`config.mk`:
```
export PLATFORM = sky130hd
export DESIGN_NAME = netlist_eq_sim_flat
export DESIGN_NICKNAME = d
export VERILOG_FILES = /design/src/rtl/netlist_eq_sim_if.sv /design/src/rtl/netlist_eq_sim.sv /design/src/flat_wrapper.sv
export SDC_FILE = /design/constraint.sdc
export NUM_CORES = 1
export LEC_CHECK = 0
export BUFFER_PORTS_ARGS = -buffer_cell sky130_fd_sc_hd__buf_2
export CAP_MARGIN = 20
export CORE_UTILIZATION = 38
export DETAILED_ROUTE_END_ITERATION = 10
export GPL_TIMING_DRIVEN = 0
export PLACE_DENSITY_LB_ADDON = 0.3
export SLEW_MARGIN = 30
export SYNTH_ARGS = -nofsm -noshare
export SYNTH_HDL_FRONTEND = slang
export SYNTH_SLANG_ARGS = --single-unit
```
`constraint.sdc`:
```
create_clock -name clk -period 2.77 [get_ports clk]
set_input_delay 0.554 -clock clk [delete_from_list [all_inputs] [get_ports clk]]
set_output_delay 0.554 -clock clk [all_outputs]
set_load 0.02 [all_outputs]
```
`src/rtl/netlist_eq_sim_if.sv`:
```
// rtl/netlist_eq_sim_if.sv - pattern/response stream bundle between the checker and the two netlists
`timescale 1ns/1ps

interface netlist_eq_sim_if #(
  parameter int N_IN  = 14,
  parameter int N_OUT = 8
) ();
  logic [N_IN-1:0]  pat_out;
  logic             pat_valid;
  logic             pat_ready;
  logic             resp_valid;
  logic [N_OUT-1:0] golden_resp;
  logic [N_OUT-1:0] cand_resp;

  modport master (
    output pat_out,
    output pat_valid,
    input  pat_ready,
    input  resp_valid,
    input  golden_resp,
    input  cand_resp
  );

  modport slave (
    input  pat_out,
    input  pat_valid,
    output pat_ready,
    output resp_valid,
    output golden_resp,
    output cand_resp
  );
endinterface

```
`src/rtl/netlist_eq_sim.sv`:
```
// rtl/netlist_eq_sim.sv - LFSR-driven equivalence simulator comparing golden and candidate netlist responses
`timescale 1ns/1ps

module netlist_eq_sim #(
  parameter int              N_IN      = 14,
  parameter int              N_OUT     = 8,
  parameter logic [N_IN-1:0] LFSR_POLY = 14'h2B,
  parameter int              SIG_W     = 32,
  parameter logic [SIG_W-1:0] SIG_POLY = 32'h04C11DB7
) (
  input  logic                 clk,
  input  logic                 rst_n,
  input  logic                 start,
  input  logic [N_IN-1:0]      seed,
  input  logic [15:0]          num_pat,
  netlist_eq_sim_if.master     bus,
  output logic                 busy,
  output logic                 done,
  output logic                 equal,
  output logic [15:0]          mismatch_cnt,
  output logic [15:0]          first_fail,
  output logic [SIG_W-1:0]     sig_golden,
  output logic [SIG_W-1:0]     sig_cand
);

  typedef enum logic [1:0] {IDLE, RUN, DRAIN, DONE} state_t;

  state_t            state;
  state_t            state_nxt;
  logic [N_IN-1:0]   lfsr;
  logic [15:0]       issue_cnt;
  logic [15:0]       resp_cnt;
  logic [15:0]       num_pat_r;

  logic start_ok;
  logic pat_hs;
  logic resp_acc;
  logic last_pat;
  logic last_resp;

  function automatic logic [N_IN-1:0] lfsr_step(input logic [N_IN-1:0] s);
    return {s[N_IN-2:0], 1'b0} ^ (s[N_IN-1] ? LFSR_POLY : '0);
  endfunction

  function automatic logic [SIG_W-1:0] misr_step(input logic [SIG_W-1:0] s,
                                                 input logic [N_OUT-1:0] r);
    return ({s[SIG_W-2:0], 1'b0} ^ (s[SIG_W-1] ? SIG_POLY : '0)) ^ SIG_W'(r);
  endfunction

  assign start_ok  = start && ((state == IDLE) || (state == DONE));
  assign pat_hs    = (state == RUN) && bus.pat_ready;
  // Responses past the requested count are dropped even if the consumer keeps sending.
  assign resp_acc  = bus.resp_valid && ((state == RUN) || (state == DRAIN)) &&
                     (resp_cnt < num_pat_r);
  assign last_pat  = pat_hs && (issue_cnt == num_pat_r - 16'd1);
  assign last_resp = resp_acc && (resp_cnt == num_pat_r - 16'd1);

  always_ff @(posedge clk or negedge rst_n) begin
    if (!rst_n) begin
      state <= IDLE;
    end else begin
      state <= state_nxt;
    end
  end

  always_comb begin
    state_nxt = state;
    case (state)
      IDLE, DONE: begin
        if (start) begin
          state_nxt = (num_pat == 16'd0) ? DONE : RUN;
        end
      end
      RUN: begin
        // Zero-latency consumers can finish responses in the same cycle as the last pattern.
        if (last_resp) begin
          state_nxt = DONE;
        end else if (last_pat) begin
          state_nxt = DRAIN;
        end
      end
      DRAIN: begin
        if (last_resp) begin
          state_nxt = DONE;
        end
      end
      default: state_nxt = IDLE;
    endcase
  end

  always_comb begin
    bus.pat_valid = (state == RUN);
    busy          = (state == RUN) || (state == DRAIN);
    done          = (state == DONE);
    equal         = (state == DONE) && (mismatch_cnt == 16'd0);
  end

  assign bus.pat_out = lfsr;

  always_ff @(posedge clk or negedge rst_n) begin
    if (!rst_n) begin
      lfsr         <= '0;
      issue_cnt    <= 16'd0;
      resp_cnt     <= 16'd0;
      num_pat_r    <= 16'd0;
      mismatch_cnt <= 16'd0;
      first_fail   <= 16'hFFFF;
      sig_golden   <= '0;
      sig_cand     <= '0;
    end else if (start_ok) begin
      lfsr         <= (seed == '0) ? N_IN'(1) : seed;
      issue_cnt    <= 16'd0;
      resp_cnt     <= 16'd0;
      num_pat_r    <= num_pat;
      mismatch_cnt <= 16'd0;
      first_fail   <= 16'hFFFF;
      sig_golden   <= '0;
      sig_cand     <= '0;
    end else begin
      if (pat_hs) begin
        lfsr      <= lfsr_step(lfsr);
        issue_cnt <= issue_cnt + 16'd1;
      end
      if (resp_acc) begin
        resp_cnt   <= resp_cnt + 16'd1;
        sig_golden <= misr_step(sig_golden, bus.golden_resp);
        sig_cand   <= misr_step(sig_cand, bus.cand_resp);
        if (bus.golden_resp != bus.cand_resp) begin
          if (mismatch_cnt != 16'hFFFF) begin
            mismatch_cnt <= mismatch_cnt + 16'd1;
          end
          if (first_fail == 16'hFFFF) begin
            first_fail <= resp_cnt;
          end
        end
      end
    end
  end

endmodule

```
`src/flat_wrapper.sv`:
```
// flat-port wrapper written by rule: the top's interface ports become plain ports
module netlist_eq_sim_flat 
#(
  parameter int              N_IN      = 14,
  parameter int              N_OUT     = 8,
  parameter logic [N_IN-1:0] LFSR_POLY = 14'h2B,
  parameter int              SIG_W     = 32,
  parameter logic [SIG_W-1:0] SIG_POLY = 32'h04C11DB7
)
  (clk, rst_n, start, seed, num_pat, busy, done, equal, mismatch_cnt, first_fail, sig_golden, sig_cand, bus_pat_out, bus_pat_valid, bus_pat_ready, bus_resp_valid, bus_golden_resp, bus_cand_resp);
  netlist_eq_sim_if #(.N_IN(N_IN), .N_OUT(N_OUT)) bus_i ();
  input  logic clk;
  input  logic rst_n;
  input  logic start;
  input  logic [N_IN-1:0] seed;
  input  logic [15:0] num_pat;
  output logic busy;
  output logic done;
  output logic equal;
  output logic [15:0] mismatch_cnt;
  output logic [15:0] first_fail;
  output logic [SIG_W-1:0] sig_golden;
  output logic [SIG_W-1:0] sig_cand;
  output wire logic [$bits(bus_i.pat_out)-1:0] bus_pat_out;
  output wire logic [$bits(bus_i.pat_valid)-1:0] bus_pat_valid;
  input wire logic [$bits(bus_i.pat_ready)-1:0] bus_pat_ready;
  input wire logic [$bits(bus_i.resp_valid)-1:0] bus_resp_valid;
  input wire logic [$bits(bus_i.golden_resp)-1:0] bus_golden_resp;
  input wire logic [$bits(bus_i.cand_resp)-1:0] bus_cand_resp;
  assign bus_pat_out = bus_i.pat_out;
  assign bus_pat_valid = bus_i.pat_valid;
  assign bus_i.pat_ready = bus_pat_ready;
  assign bus_i.resp_valid = bus_resp_valid;
  assign bus_i.golden_resp = bus_golden_resp;
  assign bus_i.cand_resp = bus_cand_resp;
  netlist_eq_sim #(.N_IN(N_IN), .N_OUT(N_OUT), .LFSR_POLY(LFSR_POLY), .SIG_W(SIG_W), .SIG_POLY(SIG_POLY)) u_core (.clk(clk), .rst_n(rst_n), .start(start), .seed(seed), .num_pat(num_pat), .bus(bus_i), .busy(busy), .done(done), .equal(equal), .mismatch_cnt(mismatch_cnt), .first_fail(first_fail), .sig_golden(sig_golden), .sig_cand(sig_cand));
endmodule
```
==> out/qor.yml <==
status: "finished with violations"
violations: "negative setup slack"
diodes: 0
clock_latency_ps: 430
min_period_ps: 2887
worst_hold_slack_ps: 9.888
area_delta_synth_final_pct: 28.04
dp.cells: 1431
path_clk_slew_ps: 60
drv_slew: 0
crit_buf_inv: 2
path_class: "flop to flop"
p_leak_nw: 5.193
crit_chain: "buf_6, or4_4, buf_6, nor4_4, xnor2_1, a31oi_1, o2111ai_1, or4_4, a31o_1, o311a_1"
r2r_cells: 10
antenna_found_initial: 0
holdBufCountCts: 0
gp_congestion: 0.8899
grt_max_degree: 68
grt_usage_pct: 22.61
yosys_most_used_dff: "dfrtp_1"
yosys.area.top_type: "dfrtp_1"
dpl.hpwl_um: 18990
final_antenna_net_count: 0
vias: 7980
synth_nets: 1055
ctsHtreeMaxLevel: 4
cp.required_ps: 3090
crit_start: "u_core.num_pat_r[0]"
cts_num_sinks: 160
drive_gt1_share_pct: 26.87
numCtsBuffers: 17
dieArea_mm2: 0.02390
cts_root_buffer: "clkbuf_16"
yosysUniqueCellTypes: 62
grt_setup_unrepaired: "yes"
cp_slowest_stage_delay_ps: 540
hold_class: "primary input to asynchronous set/reset pin"
cp.arrival_ps: 3200
portBuffers: 164
vias_per_cell: 5.367
wl_per_cell_um: 17.67
netlist_area_mm2: 0.008850
setup_viol: 2
tightest_slew_ps: 708.0
slew-limit-headroom_pct: 52.80
synth_area_per_cell_um2: 9.030
clock_skew_ps: 10.21
globalRoute.totalOverflow: 0
timing.rr.start: "u_core.num_pat_r[0]"
grt_pass1_vias: 7725
dr.pass1.iters: 5
fillers: 2108
synth-async-reset-ratio_pct: 100.0
power_density_mw_per_mm2: 1045
drtIter0Drc: 524
fin_ws_ps: -116.5
synthTopCellsByArea: "dfrtp_1, xnor2_1, nand2_1, dfstp_2, xor2_1"
crit_path_top_delay_cell: "or4_4"
cp-end-kind: "flop"
maxCapViolCount: 0
critPathMaxFanout: 3
hold_violations: 0
die_x_um: 154.6
cts_tree: "built"
io_pins: 165
yosysMostFrequentCell: "dfrtp_1"
vdd_drop_max_mv: 0.4920
synth.top_cell.area_share_pct: 40.72
routed_wl_um: 26270
fin_util_pct: 49.90
synth_common_cells: "dfrtp_1, nand2_1, xnor2_1, nor2_1, nand3_1"
drc: 0
grt_pass1_wl_um: 42440
instances_no_fill: 1487
synth-edff-count: 0
synthCells: 980
ys_seq_area_share_pct: 45.47
initial_core_util_pct: 38.97
tns_ps: -133.7
timing.fmax_mhz: 346.4
die_y_um: 154.6
num_rows: 55
clock_path_buffers: 2
ys_seq_elements: 160
fin_crit_sh_pct: 104.2
critPathTopFamily: "simple AND/OR/NAND/NOR gates"
yosysWarningCount: 0
fp.coreArea_mm2: 0.02271
cp_num_cells: 10
num-nets-final: 1266
preCtsSetupSlack_ps: -855.0
start_kind: "flop"
cells in the final DEF, fill, tap and decap left out, drive strengths merged, types with 24 or more instances in the layout:
cell,instances
nand3,75
nor2,80
ha,24
clkbuf,61
nand2,143
inv,30
xor2,43
a21oi,33
dfrtp,144
xnor2,83
o21ai,65
buf,220
nor3,24
final cells by class:
class | count | area, um^2 | share of cell area [%]
buffer | 63 | 384.1 | 3.390
inverter | 28 | 112.6 | 0.9938
clock inverter | 8 | 128.9 | 1.137
tap | 285 | 356.6 | 3.147
clock buffer | 22 | 464.2 | 4.097
multi-input combinational | 725 | 4720 | 41.65
timing repair buffer | 196 | 1135 | 10.02
sequential | 160 | 4030 | 35.57
through the flow:
step | area (um^2) | total power, mW
finish | 11330 | 11.84
global route | 11330 | 12.60
CTS | 11070 | 11.61
detailed placement | 10110 | 8.700
global placement | 10050 | 8.629
floorplan | 8869 | 6.973
report_power, final:
part	internal (mW)	switching, mW	total [mW]
clock	1.46	0.981	2.44
sequential	2.98	0.592	3.57
combinational	2.23	3.59	5.82
state kept, by name (all words and copies together), names as in the netlist:
name / flops
u_core.bus.pat_out: 14
u_core.first_fail: 16
u_core.issue_cnt: 16
u_core.mismatch_cnt: 16
u_core.num_pat_r: 16
u_core.resp_cnt: 16
u_core.sig_cand: 32
u_core.sig_golden: 32
u_core.state: 2
layer usage:
layer,GRT usage [%],vias to the layer above,part of all wire (%),wire (um)
li1,-,3802,-,-
met2,34.88,268,45,11940
met4,8.534,0,2.3,608
met3,4.959,40,7.0,1848
met5,0,-,0,0
met1,31.02,3870,45,11880
worst paths after layout:
check | endpoint | slack [ps]
min | u_core.num_pat_r[5] | 10
max in group asynchronous | u_core.sig_golden[20] | 1820
max | u_core.state[1] | -120
max reg2reg | u_core.state[1] | -120
min in group clk | u_core.bus.pat_out[1] | 350
min reg2reg | u_core.sig_golden[21] | 490
cells by family after synthesis:
family | synth area share (%)
multiplexers | 0.3676
AND/OR/NAND/NOR | 22.34
adder cells (fa/ha/maj) | 3.393
XOR/XNOR | 12.47
buffers and inverters | 4.538
AO/OA/AOI/OAI | 11.42
flip-flops | 45.47
repair_timing:
item / CTS / global route
setup endpoints to repair: 114 / 89
gates resized for setup: 67 / 44
pin swaps: 15 / 15
buffers inserted: 19 / 11
Power figures use the tool's default switching activity.
